## config.mk

```make
export PLATFORM = sky130hd
export DESIGN_NAME = key_press_decoder
export DESIGN_NICKNAME = d
export VERILOG_FILES = /design/src/rtl/key_press_decoder_pkg.sv /design/src/rtl/key_press_decoder_ps2_seq_fsm.sv /design/src/rtl/key_press_decoder.sv
export SDC_FILE = /design/constraint.sdc
export NUM_CORES = 1
export LEC_CHECK = 0
export ABC_AREA = 1
export CELL_PAD_IN_SITES_DETAIL_PLACEMENT = 0
export CELL_PAD_IN_SITES_GLOBAL_PLACEMENT = 1
export CORE_MARGIN = 2
export CORE_UTILIZATION = 40
export DETAILED_ROUTE_END_ITERATION = 8
export PLACE_DENSITY_LB_ADDON = 0.25
export SLEW_MARGIN = 20
export SYNTH_ARGS = -nofsm -noshare
export SYNTH_HDL_FRONTEND = slang
export SYNTH_SLANG_ARGS = --single-unit
```

## constraint.sdc

```tcl
create_clock -name clk -period 3.3 [get_ports clk]
set_clock_uncertainty 0.2 [all_clocks]
set_input_delay 0.33 -clock clk [delete_from_list [all_inputs] [get_ports clk]]
set_output_delay 0.33 -clock clk [all_outputs]
set_load 0.1 [all_outputs]
```

## src/rtl/key_press_decoder_pkg.sv

```systemverilog
// Shared types and scan-code constants for the PS/2 key press decoder.
package key_press_decoder_pkg;

  typedef enum logic [1:0] {
    S_IDLE   = 2'd0,
    S_EXT    = 2'd1,
    S_BRK    = 2'd2,
    S_EXTBRK = 2'd3
  } kbd_state_t;

  typedef enum logic {
    DIR_LEFT  = 1'b0,
    DIR_RIGHT = 1'b1
  } dir_t;

  localparam logic [7:0] PS2_EXT = 8'hE0;
  localparam logic [7:0] PS2_BRK = 8'hF0;

endpackage

```

## src/rtl/key_press_decoder_ps2_seq_fsm.sv

```systemverilog
// Set-2 scan-code sequence parser: folds E0/F0 prefixes into make/break strobes
// and drops a partial sequence when the next byte takes too long to arrive.
module ps2_seq_fsm
  import key_press_decoder_pkg::*;
#(
  parameter int TIMEOUT_CYCLES = 100000
) (
  input  logic       clk,
  input  logic       resetN,
  input  logic [7:0] keyCode,
  input  logic       keyValid,
  output logic       makeStb,
  output logic       brkStb,
  output logic [7:0] code,
  output logic       ext
);

  localparam int CW = (TIMEOUT_CYCLES > 2) ? $clog2(TIMEOUT_CYCLES) : 1;
  localparam logic [CW-1:0] CNT_MAX = CW'(TIMEOUT_CYCLES - 1);
  localparam logic [CW-1:0] CNT_ONE = {{(CW-1){1'b0}}, 1'b1};

  kbd_state_t state;
  kbd_state_t curState;
  kbd_state_t stateNext;
  logic [CW-1:0] toCnt;
  logic timeoutHit;
  logic isPrefix;

  assign timeoutHit = (state != S_IDLE) && (toCnt == CNT_MAX);
  assign isPrefix   = (keyCode == PS2_EXT) || (keyCode == PS2_BRK);
  assign code       = keyCode;

  // A byte arriving on the expiry cycle is parsed as if the FSM were already idle.
  always_comb begin
    makeStb   = 1'b0;
    brkStb    = 1'b0;
    ext       = 1'b0;
    if (timeoutHit) begin
      curState = S_IDLE;
    end else begin
      curState = state;
    end
    stateNext = curState;
    if (keyValid) begin
      case (curState)
        S_IDLE: begin
          if (keyCode == PS2_EXT) begin
            stateNext = S_EXT;
          end else if (keyCode == PS2_BRK) begin
            stateNext = S_BRK;
          end else begin
            makeStb = 1'b1;
          end
        end
        S_EXT: begin
          ext = 1'b1;
          if (keyCode == PS2_BRK) begin
            stateNext = S_EXTBRK;
          end else begin
            makeStb   = 1'b1;
            stateNext = S_IDLE;
          end
        end
        S_BRK: begin
          stateNext = S_IDLE;
          brkStb    = !isPrefix;
        end
        S_EXTBRK: begin
          ext       = 1'b1;
          stateNext = S_IDLE;
          brkStb    = !isPrefix;
        end
        default: begin
          stateNext = S_IDLE;
        end
      endcase
    end else begin
      stateNext = curState;
    end
  end

  // State register.
  always_ff @(posedge clk or negedge resetN) begin
    if (!resetN) begin
      state <= S_IDLE;
    end else begin
      state <= stateNext;
    end
  end

  // Inter-byte timer: restarts on every byte, runs mid-sequence, holds at its limit.
  always_ff @(posedge clk or negedge resetN) begin
    if (!resetN) begin
      toCnt <= '0;
    end else if (keyValid) begin
      toCnt <= '0;
    end else if (state == S_IDLE) begin
      toCnt <= '0;
    end else if (toCnt != CNT_MAX) begin
      toCnt <= toCnt + CNT_ONE;
    end else begin
      toCnt <= toCnt;
    end
  end

endmodule

```

## src/rtl/key_press_decoder.sv

```systemverilog
// Held-key tracker for the arrow/space keys with last-pressed-wins left/right
// arbitration and a shoot request released on the next frame start.
module key_press_decoder
  import key_press_decoder_pkg::*;
#(
  parameter logic [7:0] LEFT_CODE      = 8'h6B,
  parameter logic [7:0] RIGHT_CODE     = 8'h74,
  parameter logic [7:0] SHOOT_CODE     = 8'h29,
  parameter int         TIMEOUT_CYCLES = 100000
) (
  input  logic       clk,
  input  logic       resetN,
  input  logic [7:0] keyCode,
  input  logic       keyValid,
  input  logic       startOfFrame,
  output logic       leftPress,
  output logic       rightPress,
  output logic       shootPulse
);

  logic       makeStb, brkStb, seqExt;
  logic [7:0] seqCode;
  logic       isLeft, isRight, isShoot;
  logic       leftHeld, rightHeld, shootHeld, pending;
  logic       leftHeldNext, rightHeldNext, shootHeldNext, pendingNext, shootSet;
  logic       leftPressNext, rightPressNext;
  dir_t       lastDir, lastDirNext;

  ps2_seq_fsm #(.TIMEOUT_CYCLES(TIMEOUT_CYCLES)) u_seqFsm (
    .clk      (clk),
    .resetN   (resetN),
    .keyCode  (keyCode),
    .keyValid (keyValid),
    .makeStb  (makeStb),
    .brkStb   (brkStb),
    .code     (seqCode),
    .ext      (seqExt)
  );

  assign isLeft     = seqExt && (seqCode == LEFT_CODE);
  assign isRight    = seqExt && (seqCode == RIGHT_CODE);
  assign isShoot    = !seqExt && (seqCode == SHOOT_CODE);
  assign shootPulse = startOfFrame && pending;

  // Next key state; press outputs are derived from it so they land one clock after the last byte.
  always_comb begin
    leftHeldNext  = leftHeld;
    rightHeldNext = rightHeld;
    shootHeldNext = shootHeld;
    lastDirNext   = lastDir;
    shootSet      = 1'b0;
    if (makeStb) begin
      if (isLeft) begin
        leftHeldNext = 1'b1;
        lastDirNext  = DIR_LEFT;
      end else if (isRight) begin
        rightHeldNext = 1'b1;
        lastDirNext   = DIR_RIGHT;
      end else if (isShoot && !shootHeld) begin
        shootHeldNext = 1'b1;
        shootSet      = 1'b1;
      end else begin
        shootSet = 1'b0;
      end
    end else if (brkStb) begin
      if (isLeft) begin
        leftHeldNext = 1'b0;
      end else if (isRight) begin
        rightHeldNext = 1'b0;
      end else if (isShoot) begin
        shootHeldNext = 1'b0;
      end else begin
        shootSet = 1'b0;
      end
    end else begin
      shootSet = 1'b0;
    end

    // A press landing on a frame start survives to the following frame.
    if (shootSet) begin
      pendingNext = 1'b1;
    end else if (startOfFrame) begin
      pendingNext = 1'b0;
    end else begin
      pendingNext = pending;
    end

    leftPressNext  = leftHeldNext  && (!rightHeldNext || (lastDirNext == DIR_LEFT));
    rightPressNext = rightHeldNext && (!leftHeldNext  || (lastDirNext == DIR_RIGHT));
  end

  // Key-state and output registers.
  always_ff @(posedge clk or negedge resetN) begin
    if (!resetN) begin
      leftHeld   <= 1'b0;
      rightHeld  <= 1'b0;
      shootHeld  <= 1'b0;
      pending    <= 1'b0;
      lastDir    <= DIR_LEFT;
      leftPress  <= 1'b0;
      rightPress <= 1'b0;
    end else begin
      leftHeld   <= leftHeldNext;
      rightHeld  <= rightHeldNext;
      shootHeld  <= shootHeldNext;
      pending    <= pendingNext;
      lastDir    <= lastDirNext;
      leftPress  <= leftPressNext;
      rightPress <= rightPressNext;
    end
  end

endmodule
```

After elaboration in Yosys (flattened, before gate mapping) --
Cells that the tools add are included. Widths: inputs -> output; s select.
Word-level totals: output and inout bits 3, memory bits (writable) 0, bits in latches 0, word-level logic and storage cells 94, register bits 26, memories 0, ROM bits 0, input port bits 12
Cells by class: shift operators 0, equality and inequality tests 11, div/mod/pow operators 0, multiplexer cells 44, $add $sub $neg 1, multipliers 0, reductions and logical operators 26, bitwise gates (word level) 3, order comparisons 0
Operators by type and width (count):
- $mux 17 | 3
- $mux 1 | 34
- $add 17x1->17 const B | 1
- $eq 17x17->1 const B | 1
- $ne 17x17->1 const B | 1
- $eq 8x7->1 const B | 2
- $eq 8x8->1 const B | 2
- $mux 2 | 5
- $eq 8x6->1 const B | 1
- $logic_and 1x1->1 | 8
- $reduce_bool 2->1 | 4
- $pmux 2 s3 | 1
- $logic_not 1->1 | 5
- $reduce_and 5->1 | 1
- $eq 2x2->1 const B | 2
- $logic_not 2->1 | 2
- $reduce_or 2->1 | 2
- $logic_or 1x1->1 | 3
- $not 1->1 | 3
- $reduce_bool 3->1 | 1
- $eq 2x1->1 const B | 1
- $ne 2x1->1 const B | 1
- $pmux 1 s2 | 1

Depth between registers and ports, before layout --
Gate-level depths: netlist of the first run.
word-level depth 15, gate-level depth with buffers 12, gate-level depth less buffers 12

Modules after synthesis --
From an unflattened synthesis of the first run, not the netlist that was laid out.
Second synthesis, totals: cells, all modules 264, area, all modules 1820.5 sq um
By module, submodules not included:
- ps2_seq_fsm | cells an instance 203, area an instance 1378.8 sq um, sequential area each 475.5 sq um, times used 1
- key_press_decoder | cells an instance 61, area an instance 441.7 sq um, sequential area each 175.2 sq um, times used 1

Least setup slack after synthesis of the first run --
OpenSTA, ideal clock, no wires.
path kind flip-flop to flip-flop, from reg u_seqFsm.toCnt[0], to reg u_seqFsm.toCnt[14], setup time 0.120 ns, data arrival time 1.450 ns, data required time 2.980 ns, buffers on the path 0, setup slack 1.530 ns, cell stages (with the launch flop) 13, period minus slack after synthesis 1.770 ns, cell sequence dfrtp_1 ha_1 nand3_1 nor2_1 nand2_1 nor2_1 inv_1 nor2_1 inv_1 nor2_2 nand2_1 o21ai_0 nor2_1
On the way: longest elaborated chain between the ends 4, elaborated cells on any way between the ends 6, classes of those cells 1 x add/sub; 1 x eq/ne; 3 x mux; 1 x reduce/logical
Ends and longest elaborated chain:
- from (decl) | RTL line key_press_decoder_ps2_seq_fsm.sv:25 | logic [CW-1:0] toCnt;
- from (signal assigned) | RTL line key_press_decoder_ps2_seq_fsm.sv:100 | toCnt <= toCnt + CNT_ONE;
- from (signal assigned) | RTL line key_press_decoder_ps2_seq_fsm.sv:102 | toCnt <= toCnt;
- $add 17x1->17 | RTL line key_press_decoder_ps2_seq_fsm.sv:100
- $mux 17 | RTL line key_press_decoder_ps2_seq_fsm.sv:99 | end else if (toCnt != CNT_MAX) begin
- $mux 17 | RTL line key_press_decoder_ps2_seq_fsm.sv:97 | end else if (state == S_IDLE) begin
- $mux 17 | RTL line key_press_decoder_ps2_seq_fsm.sv:95 | end else if (keyValid) begin
Several ways; a longest one is shown, not always the timed one. The select of a mux whose other input is x is not followed. A chain may end at the register's enable or synchronous reset.

Worst setup path in the final report of the first run --
from reg rightPress, to out rightPress
RTL lines:
- from (decl) | RTL line key_press_decoder.sv:17 | output logic rightPress,
- from (signal assigned) | RTL line key_press_decoder.sv:109 | rightPress <= rightPressNext;
No word-level cell between the ends.

==> results.md, run 1 <==
| Stage | Metric | This run |
|:---|:---|:---|
| run status | Run status | completed |
| power and ir drop | Overall power of the completed layout | 634 µW |
| finish | Post-layout net count | 241 |
| drt | Vias per cell | 4.96 |
| setup path | Crit-path slowest cell | clkdlybuf4s50_1 |
| timing | Peak clock frequency supported by timing | 0.442 GHz |
| setup path | Cells on worst reg2reg path | 12 |
| setup path | Buf/Inv on CP | 1 |
| clock tree | CTS clock-pin slew for the worst setup and hold paths | 0.09 ns |
| yosys | Primary FF master, synth | dfrtp_1 |
| finish | Diode insertion count for antenna repair | 0 |
| floorplanning | Total I/O pin count | 15 |
| finish | Layout overhead on the synthesized area | 18.2% |
| global route | Remaining global-route overflow | 0 |
| setup path | Arrival time at the worst endpoint | 1.73 ns |
| timing | Worst slew pin tran | 0.960 ns |
| placement | Number of cells after detailed placement | 271 |
| clock tree | Later-pin clock latency in the skew report | 0.27 ns |
| global route | Antenna violations before repair | 0 |
| global route | Maximum number of pins on one net before global-route repair | 27 |
| floorplanning | Chip Height | 65.3 µm |
| drt | DR WL/cell | 11.3 µm |
| setup path | Maximum fanout along the worst path | 1 |
| finish | Utilization after layout | 48.8% |
| global route | Total GRT Usage | 17.1% |
| yosys | Distinct cell type count of the synthesized netlist | 23 |
| yosys | Net count of the mapped netlist | 222 |
| power and ir drop | Peak supply drop | 0.321 mV |
| clock tree | Cts bufs inserted | 3 |
| floorplanning | Overall die area | 0.00426 mm² |
| global route | Global-route wire length before repair | 5610 µm |
| yosys | Commonest cells in the synthesized netlist | inv_1 (39), nand2_1 (39), nor2_1 (32) |
| yosys | Mapped Cells | 209 |
| setup path | Required time at the worst-slack endpoint | 2.77 ns |
| yosys | Avg Synthesized Cell Area | 7.18 µm² |
| yosys | Ys Warns | 0 |
| clock tree | Clock tree from TritonCTS | built |
| yosys | Sequential-to-total area share from yosys stat | 43.3% |
| timing | Final worst path period need | 2.26 ns |
| yosys | Cell type contributing the most total cell area after synthesis | dfrtp_1 |
| job | Count of max-cap constraint violations | 0 |
| drt | Post-route DRC violation count | 0 |
| drt | DR vias | 1,364 |
| floorplanning | Initial cell density of the core | 41.3% |
| placement | Placer Congestion | 0.898 |
| setup path | Start-to-end type of the worst setup path | reg -> out |
| floorplanning | DIE WIDTH | 65.3 µm |
| floorplanning | Floorplan core area | 0.00363 mm² |
| setup path | Critical Path Sink Type | output port |
| finish | Area of the multi-input gates | 697 µm² |
| power and ir drop | Leakage | 0.000771 µW |
| power and ir drop | Power density over cell area | 358 mW/mm² |
| clock tree | CTS hold repair buffers | 0 |
| setup path | Number of cells on the critical path | 1 |
| finish | Sequential Area | 651 µm² |
| yosys | Leading cell types by total area after synthesis | dfrtp_1 (43%), inv_1 (9.7%), nand2_1 (9.7%) |
| yosys | Seq cells post-synth | 26 |
| timing | Rel. slew slack | 35.8% |
| yosys | Post-synthesis instance area | 0.00150 mm² |
| floorplanning | Row Count | 22 |
| drt | Number of DRC violations after detailed-routing iteration 0 | 92 |
| clock tree | Number of gates resized after cts | 0 |
| yosys | Area share of the largest cell type after synthesis | 43.3% |
| yosys | Synth async-reset ratio | 100% |
| placement | Number of buffers added on ports | 14 |
| placement | Detailed placer's ending HPWL | 2500 µm |
| yosys | Number of synthesized flops with an enable pin | 0 |
| setup path | Category of the worst setup path launch point | flop |
| finish | Number of non-filler instances in the completed layout | 275 |
| drt | Remaining antenna violation count | 0 |
| clock tree | Number of H-tree levels | 1 |
| finish | Share of layout cells above drive strength 1 | 8.81% |
| finish | Fill cell total of the finished layout | 374 |
| setup path | Kind of cell adding the most delay to the critical path | buffers and inverters |
| drt | Overall routed net length | 3120 µm |
| setup path | Cell breakdown of the critical path | clkdlybuf4s50_1 |
| drt | TritonRoute pass-1 iters | 4 |
| setup path | Biggest cell delay along the critical path | 1.12 ns |
| timing | Final slew viol count | 0 |
| timing | Final hold violation count | 0 |
| timing | Setup repair after global routing missed its margin | no |
| setup path | Critical path startpoint | rightPress |
| hold path | Worst hold path class | in -> async |
| clock tree | CTS max path bufs | 2 |
| timing | Setup violation total in the final timing report | 0 |
| clock tree | Clock sinks | 26 |
| global route | Vias in the first global route | 1,325 |
| clock tree | Cell at the root of the clock tree | clkbuf_8 |
| timing | Final worst path period share | 68.5% |
| setup path | Launching point of the worst reg2reg path | u_seqFsm.toCnt[0] |
| timing | Final-layout setup total negative slack | 0 ns |
| clock tree | Post-CTS Setup Inserts | 0 |
## final timing paths
path	to	slack [ns]
max in group asynchronous	u_seqFsm.toCnt[3]	2.43
min in group clk	shootHeld	0.28
max reg2reg	u_seqFsm.toCnt[14]	1.28
min reg2reg	shootHeld	0.28
max	rightPress	1.04
min	leftHeld	0.21
## cells by family after synthesis
logic type / share of synthesized area, %
simple gates: 35.2
buf+inv: 10.2
compound gates: 9.83
flops: 43.3
xor+xnor: 0.583
fa+ha+maj: 0.833
## sequential cells by signal (all words and copies together), names as in the netlist
| signal | flops |
|---|---|
| u_seqFsm.toCnt | 17 |
| u_seqFsm.state | 2 |
| lastDir | 1 |
| leftHeld | 1 |
| leftPress | 1 |
| pending | 1 |
| rightHeld | 1 |
| rightPress | 1 |
| shootHeld | 1 |
## report_power, final
part | internal [µW] | switching, µW
sequential | 321 | 2.00
clock | 162 | 99.5
combinational | 20.6 | 29.1
total | 504 | 131
## layout make-up
type / instances / share of cell area (%)
Inverter: 40 / 8.46
Clock inverter: 1 / 1.69
Timing Repair Buffer: 15 / 8.18
Tap cell: 48 / 3.39
Clock buffer: 3 / 2.33
Sequential cell: 26 / 36.7
Multi-Input combinational cell: 142 / 39.3
## cell usage in the layout, fill, tap and decap left out, types with 2 or more instances in the layout
master,synthesis,final
clkbuf_8,0,3
nand4_1,8,8
nor3_1,6,6
nand2_2,5,5
dfrtp_1,26,26
nor3_2,2,2
nand2_1,39,39
a31oi_1,2,2
inv_1,39,39
buf_4,0,2
a21oi_1,12,12
o21ai_0,12,12
nor2_1,32,32
clkdlybuf4s50_1,0,13
nor2_2,3,3
nand3_1,13,13
## metal layers
layer	part of all wire (%)	track usage, %
met1	46	22.3
met2	48	27.7
met3	4.6	4.45
met4	1.3	5.47
met5	0	0
## stage by stage
step           area (µm²)  hold slack [ns]  setup slack, ns
3_3_place_gp         1700            0.264             1.15
2_1_floorplan        1500           -0.166             1.53
6_report             1770            0.215             1.04
3_5_place_dp         1700            0.266             1.10
5_1_grt              1770            0.235            0.991
4_1_cts              1770            0.226             1.02
No activity file was read; power rests on OpenSTA's default activity.
==> run 2: changes to the inputs <==
--- a/config.mk
+++ b/config.mk
@@ -9,7 +9,7 @@
 export CELL_PAD_IN_SITES_DETAIL_PLACEMENT = 0
 export CELL_PAD_IN_SITES_GLOBAL_PLACEMENT = 1
 export CORE_MARGIN = 2
-export CORE_UTILIZATION = 40
+export CORE_UTILIZATION = 36
 export DETAILED_ROUTE_END_ITERATION = 8
 export PLACE_DENSITY_LB_ADDON = 0.25
 export SLEW_MARGIN = 20
==> constraint.sdc (replaced) <==
create_clock -name clk -period 2 [get_ports clk]
set_clock_uncertainty 0.2 [all_clocks]
set_input_delay 0.2 -clock clk [delete_from_list [all_inputs] [get_ports clk]]
set_output_delay 0.2 -clock clk [all_outputs]
set_load 0.1 [all_outputs]
==> run 2 against run 1 <==
Final area is 8.5% higher; sequential power up 65%; power increased by 53%; non-clock buffer count is 16 higher; routed wire length grew 2.1%; hold slack worse by 0.12 ns; sequential cell count did not move; critical path depth grew 9; global-route usage fell by 0.76 points; combinational power up 83%; register-to-register slack worse by 1.1 ns; largest power group unchanged; highest routed layer unchanged.
==> results.md, run 2 (synthesized netlist as in run 1, its figures left out) <==
| Stage | Metric | This run |
|:---|:---|:---|
| run status | Run status | completed |
| global route | Global-route wire length before repair | 5880 µm |
| setup path | Start-to-end type of the worst setup path | reg -> reg |
| setup path | Maximum fanout along the worst path | 9 |
| finish | Layout overhead on the synthesized area | 28.3% |
| finish | Post-layout net count | 257 |
| placement | Detailed placer's ending HPWL | 2520 µm |
| power and ir drop | Peak supply drop | 0.260 mV |
| floorplanning | Floorplan core area | 0.00400 mm² |
| drt | Post-route DRC violation count | 0 |
| setup path | Kind of cell adding the most delay to the critical path | simple AND/OR/NAND/NOR gates |
| finish | Number of non-filler instances in the completed layout | 293 |
| finish | Most used cells in the layout excluding fill and tap cells | inv_1 (39), nand2_1 (39), nor2_1 (28) |
| finish | Diode insertion count for antenna repair | 0 |
| timing | Final worst path period need | 1.84 ns |
| power and ir drop | Leakage | 0.000862 µW |
| timing | Worst slew pin tran | 0.410 ns |
| global route | Maximum number of pins on one net before global-route repair | 27 |
| timing | Final hold violation count | 0 |
| clock tree | Number of H-tree levels | 1 |
| hold path | Worst hold path class | in -> async |
| drt | Vias per cell | 4.69 |
| setup path | Cell repeated most along the worst path | nand2_2 |
| placement | Number of buffers added on ports | 14 |
| power and ir drop | Power density over cell area | 503 mW/mm² |
| setup path | Buf/Inv on CP | 1 |
| clock tree | CTS clock-pin slew for the worst setup and hold paths | 0.10 ns |
| finish | Share of layout cells above drive strength 1 | 18.5% |
| clock tree | Clock tree from TritonCTS | built |
| finish | Utilization after layout | 48.1% |
| finish | Registers with the most flip-flops | u_seqFsm.toCnt: 17 flops, u_seqFsm.state: 2 flops |
| timing | Setup violation total in the final timing report | 0 |
| floorplanning | Initial cell density of the core | 37.5% |
| global route | Remaining global-route overflow | 0 |
| finish | Most flop-heavy register | u_seqFsm.toCnt |
| drt | Overall routed net length | 3180 µm |
| finish | Number of flip-flops under the largest register name | 17 |
| floorplanning | Overall die area | 0.00470 mm² |
| drt | DR vias | 1,374 |
| global route | Vias in the first global route | 1,293 |
| finish | Fill cell total of the finished layout | 398 |
| drt | Remaining antenna violation count | 0 |
| floorplanning | Row Count | 23 |
| floorplanning | Total I/O pin count | 15 |
| setup path | Crit-path slowest cell | dfrtp_1 |
| setup path | Arrival time at the worst endpoint | 1.80 ns |
| setup path | Category of the worst setup path launch point | flop |
| setup path | Required time at the worst-slack endpoint | 1.96 ns |
| timing | Final worst path period share | 92.0% |
| global route | Total GRT Usage | 16.3% |
| placement | Placer Congestion | 0.795 |
| timing | Peak clock frequency supported by timing | 0.543 GHz |
| timing | Setup repair after global routing missed its margin | yes |
| clock tree | Cell at the root of the clock tree | clkbuf_8 |
| drt | TritonRoute pass-1 iters | 4 |
| timing | Rel. slew slack | 72.4% |
| floorplanning | DIE WIDTH | 68.6 µm |
| finish | Sequential Area | 651 µm² |
| clock tree | Clock sinks | 26 |
| timing | Final slew viol count | 0 |
| placement | Number of cells after detailed placement | 287 |
| setup path | Critical Path Sink Type | flop |
| global route | Antenna violations before repair | 0 |
| drt | Number of DRC violations after detailed-routing iteration 0 | 84 |
| setup path | Biggest cell delay along the critical path | 0.36 ns |
| floorplanning | Chip Height | 68.6 µm |
| clock tree | CTS max path bufs | 2 |
| finish | Area of the multi-input gates | 734 µm² |
| setup path | Cell breakdown of the critical path | ha_2, nand3_2, inv_1, nand3_4, nand2_4, nand2_2, nor2_2, nand3_1, nand2_2, a21oi_1 |
| clock tree | Cts bufs inserted | 3 |
| job | Count of max-cap constraint violations | 0 |
| clock tree | Later-pin clock latency in the skew report | 0.27 ns |
| drt | DR WL/cell | 10.9 µm |
==> run 2: cell types whose count changed in the layout (fill, tap and decap cells not counted), moves of 2 or more <==
cell,before,now
buf_4,2,19
nor2_2,3,5
nor2_4,1,3
nor2_1,32,28
clkdlybuf4s50_1,13,11
==> run 2: per-stage QoR <==
step	instance area (µm²)	hold WS, ns	worst slack (ns)	setup TNS (ns)	total power, µW
6_report	1930	0.0906	0.160	0	969
5_1_grt	1930	0.133	0.000247	0	1020
4_1_cts	1870	0.0976	0.000301	0	983
3_5_place_dp	1820	0.279	-0.00187	-0.00187	635
3_3_place_gp	1820	0.266	-0.0597	-0.0878	635
2_1_floorplan	1500	-0.296	0.230	0	580
==> run 2: layout make-up <==
class / instances / area share, %
clock buffers: 4 / 2.86
multi-input cells: 142 / 38.1
inverters: 40 / 7.80
repair buffers: 31 / 14.2
flip-flops and latches: 26 / 33.8
well taps: 50 / 3.25
==> run 2: final timing paths <==
path                                   startpoint                 to  slack, ns  cells past startpoint
worst max-delay path            u_seqFsm.toCnt[0]          leftPress       0.16                     10
worst min-delay path                       resetN  u_seqFsm.toCnt[2]       0.09                      2
worst max register to register  u_seqFsm.toCnt[0]          leftPress       0.16                     10
worst min register to register          shootHeld          shootHeld       0.29                      2
max in group asynchronous                  resetN            pending       1.25                      2
min in group clk                        shootHeld          shootHeld       0.29                      2
==> run 2: timing repair <==
item	CTS	global route
setup endpoints to repair	0	9
hold buffers	0	0
setup buffers	0	2
resized for setup	0	11
==> run 2: routing by layer <==
| layer | up-vias | track usage, % | routed length [µm] |
|---|---|---|---|
| met5 | - | 0 | 0 |
| met4 | 0 | 4.50 | 34 |
| met3 | 4 | 2.44 | 61 |
| met2 | 16 | 23.9 | 1340 |
| met1 | 612 | 24.7 | 1750 |
| li1 | 742 | - | - |
==> run 2: where the power goes <==
| group | total (µW) | internal [µW] | switching, µW |
|---|---|---|---|
| registers | 533 | 530 | 3.49 |
| logic | 91.1 | 40.9 | 50.2 |
| clock network | 344 | 176 | 169 |
==> run 3: changes to the inputs <==
--- a/config.mk
+++ b/config.mk
@@ -9,10 +9,13 @@
 export CELL_PAD_IN_SITES_DETAIL_PLACEMENT = 0
 export CELL_PAD_IN_SITES_GLOBAL_PLACEMENT = 1
 export CORE_MARGIN = 2
-export CORE_UTILIZATION = 36
+export CORE_UTILIZATION = 37
 export DETAILED_ROUTE_END_ITERATION = 8
+export GPL_ROUTABILITY_DRIVEN = 0
 export PLACE_DENSITY_LB_ADDON = 0.25
+export SETUP_SLACK_MARGIN = 0.15
 export SLEW_MARGIN = 20
 export SYNTH_ARGS = -nofsm -noshare
 export SYNTH_HDL_FRONTEND = slang
+export SYNTH_HIERARCHICAL = 1
 export SYNTH_SLANG_ARGS = --single-unit
==> run 3 against run 2 <==
Fmax is 1.5% lower; die area is 17% higher; first-iteration DRC count is 25% lower; utilization is 4.1 points higher; hold slack worse by 0.0046 ns; critical path type unchanged; highest routed layer unchanged.
==> results.md, run 3 <==
| Stage | Metric | This run |
|:---|:---|:---|
| yosys | Seq cells post-synth | 26 |
| floorplanning | Initial cell density of the core | 38.5% |
| timing | Final slew viol count | 0 |
| power and ir drop | Peak supply drop | 0.262 mV |
| yosys | Distinct cell type count of the synthesized netlist | 30 |
| clock tree | Number of H-tree levels | 1 |
| finish | Registers with the most flip-flops | u_seqFsm/toCnt: 17 flops, u_seqFsm/state: 2 flops |
| finish | Diode insertion count for antenna repair | 0 |
| global route | Vias in the first global route | 1,653 |
| global route | Global-route wire length before repair | 7240 µm |
| setup path | Start-to-end type of the worst setup path | reg -> reg |
| setup path | Cell breakdown of the critical path | ha_4, nand3_4, nor2_4, nand3_4, nand2_4, nand2_4, nor2_4, nand4_1, a21oi_2, nand2_1, nand2_1 |
| yosys | Net count of the mapped netlist | 277 |
| drt | DR WL/cell | 10.6 µm |
| run status | Run status | completed |
| finish | Most used cells in the layout excluding fill and tap cells | nand2_1 (67), buf_4 (47), inv_1 (33) |
| drt | DR vias | 1,725 |
| finish | Most flop-heavy register | u_seqFsm/toCnt |
| yosys | Primary FF master, synth | dfrtp_1 |
| yosys | Post-synthesis instance area | 0.00182 mm² |
| timing | Worst slew pin tran | 0.342 ns |
| drt | Overall routed net length | 4070 µm |
| clock tree | Clock sinks | 26 |
| drt | TritonRoute pass-1 iters | 6 |
| clock tree | CTS clock-pin slew for the worst setup and hold paths | 0.10 ns |
| power and ir drop | Leakage | 0.00120 µW |
| finish | Post-layout net count | 332 |
| floorplanning | Total I/O pin count | 15 |
| yosys | Sequential-to-total area share from yosys stat | 35.7% |
| timing | Final worst path period need | 1.87 ns |
| timing | Minimum setup slack in the final design | 0.132 ns |
| timing | Hold Slack | 0.0860 ns |
| yosys | Area share of the largest cell type after synthesis | 35.7% |
| floorplanning | Row Count | 25 |
| global route | Total GRT Usage | 17.0% |
| setup path | Cells on worst reg2reg path | 11 |
| setup path | End of the worst register-to-register path | rightPress |
| floorplanning | Overall die area | 0.00550 mm² |
| clock tree | Cell at the root of the clock tree | clkbuf_8 |
| setup path | Critical Path Sink Type | flop |
| power and ir drop | Power density over cell area | 395 mW/mm² |
| setup path | Category of the worst setup path launch point | flop |
| yosys | Cell with the most instances after synthesis | nand2_1 |
| setup path | Biggest cell delay along the critical path | 0.40 ns |
| finish | Most common library cell in the layout ignoring fill and taps | nand2_1 |
| yosys | Commonest cells in the synthesized netlist | nand2_1 (70), inv_1 (34), nor2_1 (32) |
| timing | Setup repair after global routing missed its margin | yes |
| setup path | Required time at the worst-slack endpoint | 2.02 ns |
| timing | Peak clock frequency supported by timing | 0.535 GHz |
| yosys | Cell type contributing the most total cell area after synthesis | dfrtp_1 |
| yosys | Number of synthesized flops with an enable pin | 0 |
| timing | Final-layout setup total negative slack | 0 ns |
| global route | Antenna violations before repair | 0 |
| job | Count of max-cap constraint violations | 0 |
| drt | Remaining antenna violation count | 0 |
| clock tree | Clock tree from TritonCTS | built |
| clock tree | Later-pin clock latency in the skew report | 0.27 ns |
| setup path | Maximum fanout along the worst path | 4 |
| drt | Vias per cell | 4.48 |
| yosys | Ys Warns | 6 |
| clock tree | CTS max path bufs | 2 |
| yosys | Mapped Cells | 264 |
| finish | Layout overhead on the synthesized area | 35.5% |
| timing | Final hold violation count | 0 |
| drt | Number of DRC violations after detailed-routing iteration 0 | 63 |
| floorplanning | DIE WIDTH | 74.1 µm |
| placement | DP Worst Slack | -0.0758 ns |
| setup path | Buf/Inv on CP | 0 |
| setup path | Launching point of the worst reg2reg path | u_seqFsm/toCnt[1] |
| floorplanning | Chip Height | 74.1 µm |
| global route | Remaining global-route overflow | 0 |
| timing | Rel. slew slack | 77.2% |
| drt | Post-route DRC violation count | 0 |
| finish | Number of flip-flops under the largest register name | 17 |
| floorplanning | Floorplan core area | 0.00472 mm² |
| yosys | Avg Synthesized Cell Area | 6.90 µm² |
| setup path | Kind of cell adding the most delay to the critical path | simple AND/OR/NAND/NOR gates |
| yosys | Leading cell types by total area after synthesis | dfrtp_1 (36%), nand2_1 (14%), inv_1 (7.0%) |
| yosys | Synth async-reset ratio | 100% |
| setup path | Arrival time at the worst endpoint | 1.88 ns |
| placement | Number of buffers added on ports | 14 |
| placement | Detailed placer's ending HPWL | 3270 µm |
| finish | Share of layout cells above drive strength 1 | 31.1% |
| hold path | Worst hold path class | in -> async |
| timing | Setup violation total in the final timing report | 0 |
| setup path | Worst R2R Setup Slack | 0.13 ns |
| clock tree | Cts bufs inserted | 3 |
| timing | Final worst path period share | 93.4% |
| global route | Maximum number of pins on one net before global-route repair | 27 |
| setup path | Crit-path slowest cell | dfrtp_1 |
[run 3: cell count changes in the layout (fill, tap and decap cells not counted), sizes merged, moves of 3 or more]
cell   previous run  this run
nand2            45        76
nor2             36        43
nand3            14        19
buf              20        49
inv              40        43
[run 3: area by class of cell]
| cell class | count | area [µm²] |
|---|---|---|
| Clock buffer | 4 | 55.1 |
| Fill cell | 480 | 2260 |
| Inverter | 44 | 165 |
| Multi-Input combinational cell | 184 | 1020 |
| Sequential cell | 26 | 651 |
| Tap cell | 67 | 83.8 |
| Timing Repair Buffer | 60 | 494 |
[run 3: worst max-delay path by stage]
stage,slack [ns],end,startpoint,cells past startpoint
6_report,0.13,rightPress,u_seqFsm/toCnt[1],11
5_1_grt,-0.02,rightPress,u_seqFsm/toCnt[1],11
4_1_cts,0.08,rightPress,u_seqFsm/toCnt[0],11
3_5_place_dp,-0.08,rightPress,keyCode[3],12
3_3_place_gp,-0.05,rightPress,keyCode[3],12
2_1_floorplan,0.16,leftPress,u_seqFsm/toCnt[0],10
[run 3: power by group]
group	internal, µW	leakage, µW	switching (µW)	total (µW)
Combinational	47.4	0.000823	49.3	96.7
Sequential	527	0.000347	1.12	528
Clock	176	0.0000288	172	348
Total	751	0.00120	223	973
[run 3: stage by stage]
step	std cells	area (µm²)	utilization (%)	total power [µW]
after CTS	380	2410	51.0	990
final	385	2470	52.2	973
after global placement	376	2310	48.9	631
after floorplan	264	1850	-	584
after global routing	385	2470	52.2	1030
after detailed placement	376	2310	48.9	631
[run 3: per-layer routing]
metal | vias to the layer above | part of all wire (%) | wire length (µm) | track usage, %
met4 | 0 | 0.93 | 38 | 5.45
met5 | - | 0 | 0 | 0
li1 | 932 | - | - | -
met2 | 13 | 46 | 1880 | 27.8
met1 | 776 | 51 | 2090 | 23.5
met3 | 4 | 1.6 | 66 | 2.03
[run 3: cells by family (layout without fill, tap and decap cells)]
| kind of cell | count (synthesis) | count (layout) | share of synthesized area, % |
|---|---|---|---|
| DFF | 26 | 26 | 35.7 |
| buffers and inverters | 54 | 108 | 13.1 |
| adders and majority gates | 1 | 1 | 0.687 |
| and+or+nand+nor | 160 | 160 | 43.4 |
| AOI/OAI and AO/OA | 23 | 23 | 7.15 |
[run 3: what timing repair did]
item	CTS	global route
pin swaps	6	9
resized for setup	10	5
hold endpoints to repair	0	0
setup endpoints to repair	6	7
setup buffers	0	5
hold buffers	0	0
